<file path="src/rtl/uart_msg_assembler.sv">
// Assembles UART bytes into 16-bit display words with error/timeout handling.
// Optional UART_MSG_CHECKSUM_EN adds a third XOR checksum byte per message.
module uart_msg_assembler #(
  parameter int unsigned TIMEOUT_CYCLES = 1000000,
  parameter logic [15:0] ERR_PATTERN    = 16'hEEEE,
  parameter logic [15:0] RESET_PATTERN  = 16'h0000
) (
  input  logic        clk,
  input  logic        reset,
  input  logic [7:0]  rx_data,
  input  logic        rx_valid,
  input  logic        rx_ferror,
  input  logic        rx_perror,
  output logic [15:0] signal_to_display,
  output logic        msg_valid,
  output logic        msg_error,
  output logic [7:0]  err_cnt
);

  localparam int CW = $clog2(TIMEOUT_CYCLES + 1);
  localparam logic [CW-1:0] CNT_LAST = CW'(TIMEOUT_CYCLES - 1);

  localparam logic [1:0] S_IDLE    = 2'd0;
  localparam logic [1:0] S_WAIT_LO = 2'd1;
`ifdef UART_MSG_CHECKSUM_EN
  localparam logic [1:0] S_WAIT_CK = 2'd2;
`endif

  logic [1:0]    state;
  logic [1:0]    nxt_state;
  logic [7:0]    hi;
  logic [CW-1:0] cnt;
  logic          byte_ok;
  logic          byte_err;
  logic          timed_out;
  logic          ld_hi;
  logic          clr_cnt;
  logic          inc_cnt;
  logic          commit;
  logic          err;
  logic [15:0]   commit_word;

  assign byte_err  = rx_valid & (rx_ferror | rx_perror);
  assign byte_ok   = rx_valid & ~(rx_ferror | rx_perror);
  assign timed_out = (cnt == CNT_LAST);

`ifdef UART_MSG_CHECKSUM_EN
  logic [7:0] lo;
  logic       ld_lo;
  assign commit_word = {hi, lo};
`else
  assign commit_word = {hi, rx_data};
`endif

  always_comb begin
    nxt_state = state;
    ld_hi     = 1'b0;
    clr_cnt   = 1'b0;
    inc_cnt   = 1'b0;
    commit    = 1'b0;
    err       = 1'b0;
`ifdef UART_MSG_CHECKSUM_EN
    ld_lo     = 1'b0;
`endif
    case (state)
      S_IDLE: begin
        if (byte_ok) begin
          ld_hi     = 1'b1;
          clr_cnt   = 1'b1;
          nxt_state = S_WAIT_LO;
        end else if (byte_err) begin
          err = 1'b1;
        end
      end
      S_WAIT_LO: begin
        nxt_state = S_IDLE;
        if (byte_ok) begin
`ifdef UART_MSG_CHECKSUM_EN
          ld_lo     = 1'b1;
          clr_cnt   = 1'b1;
          nxt_state = S_WAIT_CK;
`else
          commit = 1'b1;
`endif
        end else if (byte_err || timed_out) begin
          err = 1'b1;
        end else begin
          inc_cnt   = 1'b1;
          nxt_state = S_WAIT_LO;
        end
      end
`ifdef UART_MSG_CHECKSUM_EN
      S_WAIT_CK: begin
        nxt_state = S_IDLE;
        if (byte_ok) begin
          if (rx_data == (hi ^ lo)) commit = 1'b1;
          else                      err    = 1'b1;
        end else if (byte_err || timed_out) begin
          err = 1'b1;
        end else begin
          inc_cnt   = 1'b1;
          nxt_state = S_WAIT_CK;
        end
      end
`endif
      default: nxt_state = S_IDLE;
    endcase
  end

  always_ff @(posedge clk) begin
    if (reset) begin
      state             <= S_IDLE;
      hi                <= 8'h00;
      cnt               <= '0;
      signal_to_display <= RESET_PATTERN;
      msg_valid         <= 1'b0;
      msg_error         <= 1'b0;
      err_cnt           <= 8'h00;
    end else begin
      state     <= nxt_state;
      msg_valid <= commit;
      msg_error <= err;
      if (ld_hi)        hi  <= rx_data;
      if (clr_cnt)      cnt <= '0;
      else if (inc_cnt) cnt <= cnt + 1'b1;
      if (commit) signal_to_display <= commit_word;
      if (err) begin
        signal_to_display <= ERR_PATTERN;
        if (err_cnt != 8'hFF) err_cnt <= err_cnt + 8'd1;
      end
    end
  end

`ifdef UART_MSG_CHECKSUM_EN
  always_ff @(posedge clk) begin
    if (reset)      lo <= 8'h00;
    else if (ld_lo) lo <= rx_data;
  end
`endif

endmodule

</file>
<file path="config.mk">
export PLATFORM = sky130hd
export DESIGN_NAME = uart_msg_assembler
export DESIGN_NICKNAME = d
export VERILOG_FILES = /design/src/rtl/uart_msg_assembler.sv
export SDC_FILE = /design/constraint.sdc
export NUM_CORES = 1
export LEC_CHECK = 0
export ABC_AREA = 1
export BUFFER_PORTS_ARGS = -buffer_cell sky130_fd_sc_hd__buf_2
export CORE_ASPECT_RATIO = 1.75
export CORE_UTILIZATION = 48
export DETAILED_ROUTE_END_ITERATION = 16
export PLACE_DENSITY_LB_ADDON = 0.12
export SLEW_MARGIN = 20
export SYNTH_ARGS = -nofsm -noshare
export SYNTH_HDL_FRONTEND = slang
export SYNTH_SLANG_ARGS = --single-unit
</file>
<file path="constraint.sdc">
create_clock -name clk -period 1.7 [get_ports clk]
set_input_delay 0.17 -clock clk [delete_from_list [all_inputs] [get_ports clk]]
set_output_delay 0.17 -clock clk [all_outputs]
set_load 0.01 [all_outputs]
</file>
# Yosys cells after proc, flatten, opt, wreduce, memory -nomap -nowiden
# Index checks and enable logic that the tools add are counted.
op_classes:
  n_eq_ne: 4
  n_reduce_logical: 6
  n_bitwise: 4
  n_addsub: 2
  muxes: 17
ops:
  columns: ["cell", "count"]
  rows:
  - ["2-to-1 mux 16 bit", 2]
  - ["adder 20 x 1 -> 20 bit (second input constant)", 1]
  - ["== test 20 bit (second input constant)", 1]
  - ["2-to-1 mux 1 bit", 12]
  - ["adder 8 x 1 -> 8 bit (second input constant)", 1]
  - ["inequality test 8 bit (second input constant)", 1]
  - ["one-hot mux 2 bit (2 select lines)", 1]
  - ["OR reduction 2 bit", 2]
  - ["bitwise AND 1 bit", 2]
  - ["== test 2 x 1 -> 1 bit (second input constant)", 1]
  - ["zero test 2 bit", 1]
  - ["2-to-1 mux 2 bit", 1]
  - ["inequality test 2 bit (second input constant)", 1]
  - ["one-hot mux 1 bit (2 select lines)", 1]
  - ["AND reduction 2 bit", 1]
  - ["nonzero test 2 bit", 1]
  - ["logical OR 1 bit", 1]
  - ["inverter 1 bit", 1]
  - ["bitwise OR 1 bit", 1]
totals:
  input_bits: 13
  register_bits: 56
  wordCells: 41
  out_inout_bits: 26

# Depth between registers and ports, before layout
depth:
  word_depth: 7
  mapped_depth: 11
  depth_no_buf: 10

# Worst setup path after synthesis
# No wires, ideal clock.
synth_timing:
  path_type: "register -> register"
  start: "reg cnt[0]"
  end: "reg err_cnt[0]"
  t_required_ns: 1.587
  t_arrival_ns: 1.430
  setup_time_ns: 0.113
  period_less_slack_ns: 1.544
  path_stages_with_launch: 10
  path_buffers: 1
  slack_ns: 0.156
  cell_sequence: "dfxtp_1 > ha_1 > nand2_4 > nor2_4 > nand3_2 > nand2_4 > buf_8 > nand3_4 > nor2_1 > nor2_1"
synth_between:
  elab_chain_cells: 6
synth_rtl:
  columns: ["item", "line", "rtl"]
  rows:
  - ["start: declaration", "32", "logic [CW-1:0] cnt;"]
  - ["start signal: assignment", "125", "else if (inc_cnt) cnt <= cnt + 1'b1;"]
  - ["== test 20 bit", "45", "assign timed_out = (cnt == CNT_LAST);"]
  - ["logical OR 1 bit", "85", "end else if (byte_err || timed_out) begin"]
  - ["2-to-1 mux 1 bit", "85", null]
  - ["2-to-1 mux 1 bit", "77", "if (byte_ok) begin"]
  - ["one-hot mux 1 bit (2 select lines)", "65", "case (state)"]
  - ["AND reduction 2 bit (no source line)", null, null]
  - ["end signal: assignment", "129", "if (err_cnt != 8'hFF) err_cnt <= err_cnt + 8'd1;"]
  - ["end: declaration", "17", "output logic [7:0] err_cnt"]
# No other way between the ends.
# A chain may end at the register's enable or synchronous reset.

# Final worst setup path
layout_timing:
  start: "reg err_cnt[1]"
  end: "reg err_cnt[3]"
layout_between:
  elab_chain_cells: 2
  elab_cells_between_ends: 3
  classes_between: "add/sub (1); eq/ne (1); reduce/logical (1)"
layout_rtl:
  columns: ["item"]
  rows:
  - ["branches (longest 2 deep; another with adder 8 x 1 -> 8 bit)"]
# Several ways; the timed one is not identified.

==> impl_metrics.ini <==
[cells_and_area]
final_cell_mix = nand2_1, dfxtp_1, nor2_1
drive_gt1_frac = 0.186
synthToLayoutAreaGrowth_pct = 17.4
layout.nets = 445
post-route-util = 0.588
layout_commonest_cell = nand2_1
antenna_cells = 0

[placed_design]
globalplace.congestion = 0.893
dp_hpwl_mm = 4.81
numPortBuffers = 38

[worst_hold_path]
hold_class = input pin to register

[sta]
relSlewSlack = 0.632
final-max-slew-violation-count = 0
fmax_mhz = 627
period_minus_slack_ns = 1.59
rsz0062_at_grt = yes
min_period_over_period = 0.938
setup-tns-final_ns = 0
fin_worst_skew_ns = 0.0114
tightestPinTransition_ns = 0.551
hold_viol_final = 0
setup_viol = 0

[critical_path]
worstSetupStartpointType = register
cp_max_fo = 7
critPathRequiredTime_ns = 1.91
worst-setup-path-type = register to register
worstSetupEndpointType = register
arrival_ns = 1.80

[detailed_routing]
wirelength_mm = 6.41
routedWlPerCell_um = 13.2
via_count = 2584
drtIter0Drc = 61
first_pass_iters = 4
drcViolationCount = 0
antenna_left = 0
viasPerCell = 5.32

[power]
peakVddDrop_v = 0.000665
leakagePower_nw = 1.28
power.density_nw_per_um2 = 765

[clocking]
cts_max_path_buffers = 2
cts_num_sinks = 55
clkLatencyLatePin_ns = 0.31
clk_pin_slew_ns = 0.10
cts_tree = yes
root_buffer = clkbuf_8
numCtsBuffers = 5
htree_levels = 2

[synth]
synthArstFlopShare = 0
syn_avg_cell_area_um2 = 6.96
synth_edf_count = 0
ys_ff_latch = 55
synth_cell_type_count = 29
synthesis.area_um2 = 2630
ys_seq_area_frac = 0.419
synthFlopType = dfxtp_1
syn_inst = 378
synth_fp_nets = 393
yosysWarnings = 0

[die]
num_io_pins = 39
core_um2 = 5260
die_y_um = 99.9
dieArea_um2 = 5790
rows = 35
start_util = 0.500
die_width_um = 58.0

[global_routing]
grt_pass1_wl_mm = 10.9
grtUsageTotal = 0.240
grt_start_max_net_pins = 22
grt_antenna_before_repair = 0
grt_pass1_vias = 2485
grt_overflow = 0

[run]
drv_cap = 0

[status]
status = complete, no violations
## report_power, final
group          internal [mW]  total (mW)  switching (mW)
registers               1.34        1.36          0.0256
clock network          0.334       0.783           0.449
logic                 0.0825       0.215           0.132
total                   1.75        2.36           0.607
## per-layer routing
metal  vias to the layer above  part of all wire  global-route usage
met5                         -                 0                   0
li1                       1329                 -                   -
met4                         0             0.036               0.114
met2                        51              0.55               0.466
met3                        18             0.021              0.0284
met1                      1186              0.39               0.242
## cells in the mapped netlist, types with 2 or more instances
master | n | area [µm²]
dfxtp_1 | 55 | 1100
o21ai_0 | 35 | 175
nand2_4 | 2 | 22.5
xnor2_1 | 4 | 35.0
inv_2 | 2 | 7.51
nand3b_1 | 3 | 22.5
a21oi_1 | 38 | 190
buf_2 | 5 | 25.0
inv_1 | 29 | 109
nand2_1 | 106 | 398
nand3_1 | 16 | 80.1
nand4_1 | 11 | 68.8
nor2_1 | 46 | 173
clkbuf_1 | 4 | 15.0
xor2_1 | 7 | 61.3
ha_1 | 2 | 25.0
## through the flow
| stage | cell area (µm²) | hold slack, ns | instances | power [mW] | setup slack, ns |
|---|---|---|---|---|---|
| floorplan | 2630 | 0.318 | 378 | 1.51 | 0.156 |
| CTS | 3060 | 0.123 | 484 | 2.38 | 0.0490 |
| global placement | 2950 | 0.437 | 476 | 1.61 | 0.0233 |
| finish | 3090 | 0.122 | 486 | 2.36 | 0.106 |
| global route | 3090 | 0.116 | 486 | 2.46 | -0.00391 |
| detailed placement | 2950 | 0.448 | 476 | 1.61 | 0.00944 |
## worst paths after layout
path / start / to / slack (ns) / depth (start not counted)
min: rx_data[4] / signal_to_display[4]$_SDFFE_PP0N_ / 0.12 / 3
max: err_cnt[1]$_SDFFE_PP0P_ / err_cnt[3]$_SDFFE_PP0P_ / 0.11 / 7
max reg2reg: err_cnt[1]$_SDFFE_PP0P_ / err_cnt[3]$_SDFFE_PP0P_ / 0.11 / 7
min reg2reg: hi[5]$_SDFFE_PP0P_ / hi[5]$_SDFFE_PP0P_ / 0.46 / 2
## logic make-up after synthesis
family / after synthesis / share of synthesized area
compound gates: 76 / 0.147
flops: 55 / 0.419
xor+xnor: 11 / 0.0366
buf+inv: 44 / 0.0714
fa+ha+maj: 2 / 0.00951
simple gates: 190 / 0.316
## critical path: stages (launching register included)
cell	delay, ns
dfxtp_1	0.40
ha_1	0.24
nand3_1	0.10
nor2_2	0.16
nand3_2	0.21
buf_4	0.20
nand4_1	0.10
a21oi_1	0.07
## registers in the layout (all words and copies together), names as in the netlist
name and cells:
hi 8, signal_to_display 16, msg_error 1, msg_valid 1
state 1, cnt 20, err_cnt 8
## cell type report
class	count	area, µm²
clock buffer	6	82.6
clock inverter	2	16.3
fill	542	2170
inverter	31	119
multi-input combinational	279	1360
sequential	55	1100
tap	55	68.8
timing repair buffer	58	344
## repair_timing
action	in CTS	in global routing
hold buffers	0	0
setup buffers	0	2
endpoints found under the setup margin	1	25
pin swaps	0	1
gates resized for setup	1	6
Note: power is estimated with default switching activity, not from simulation.
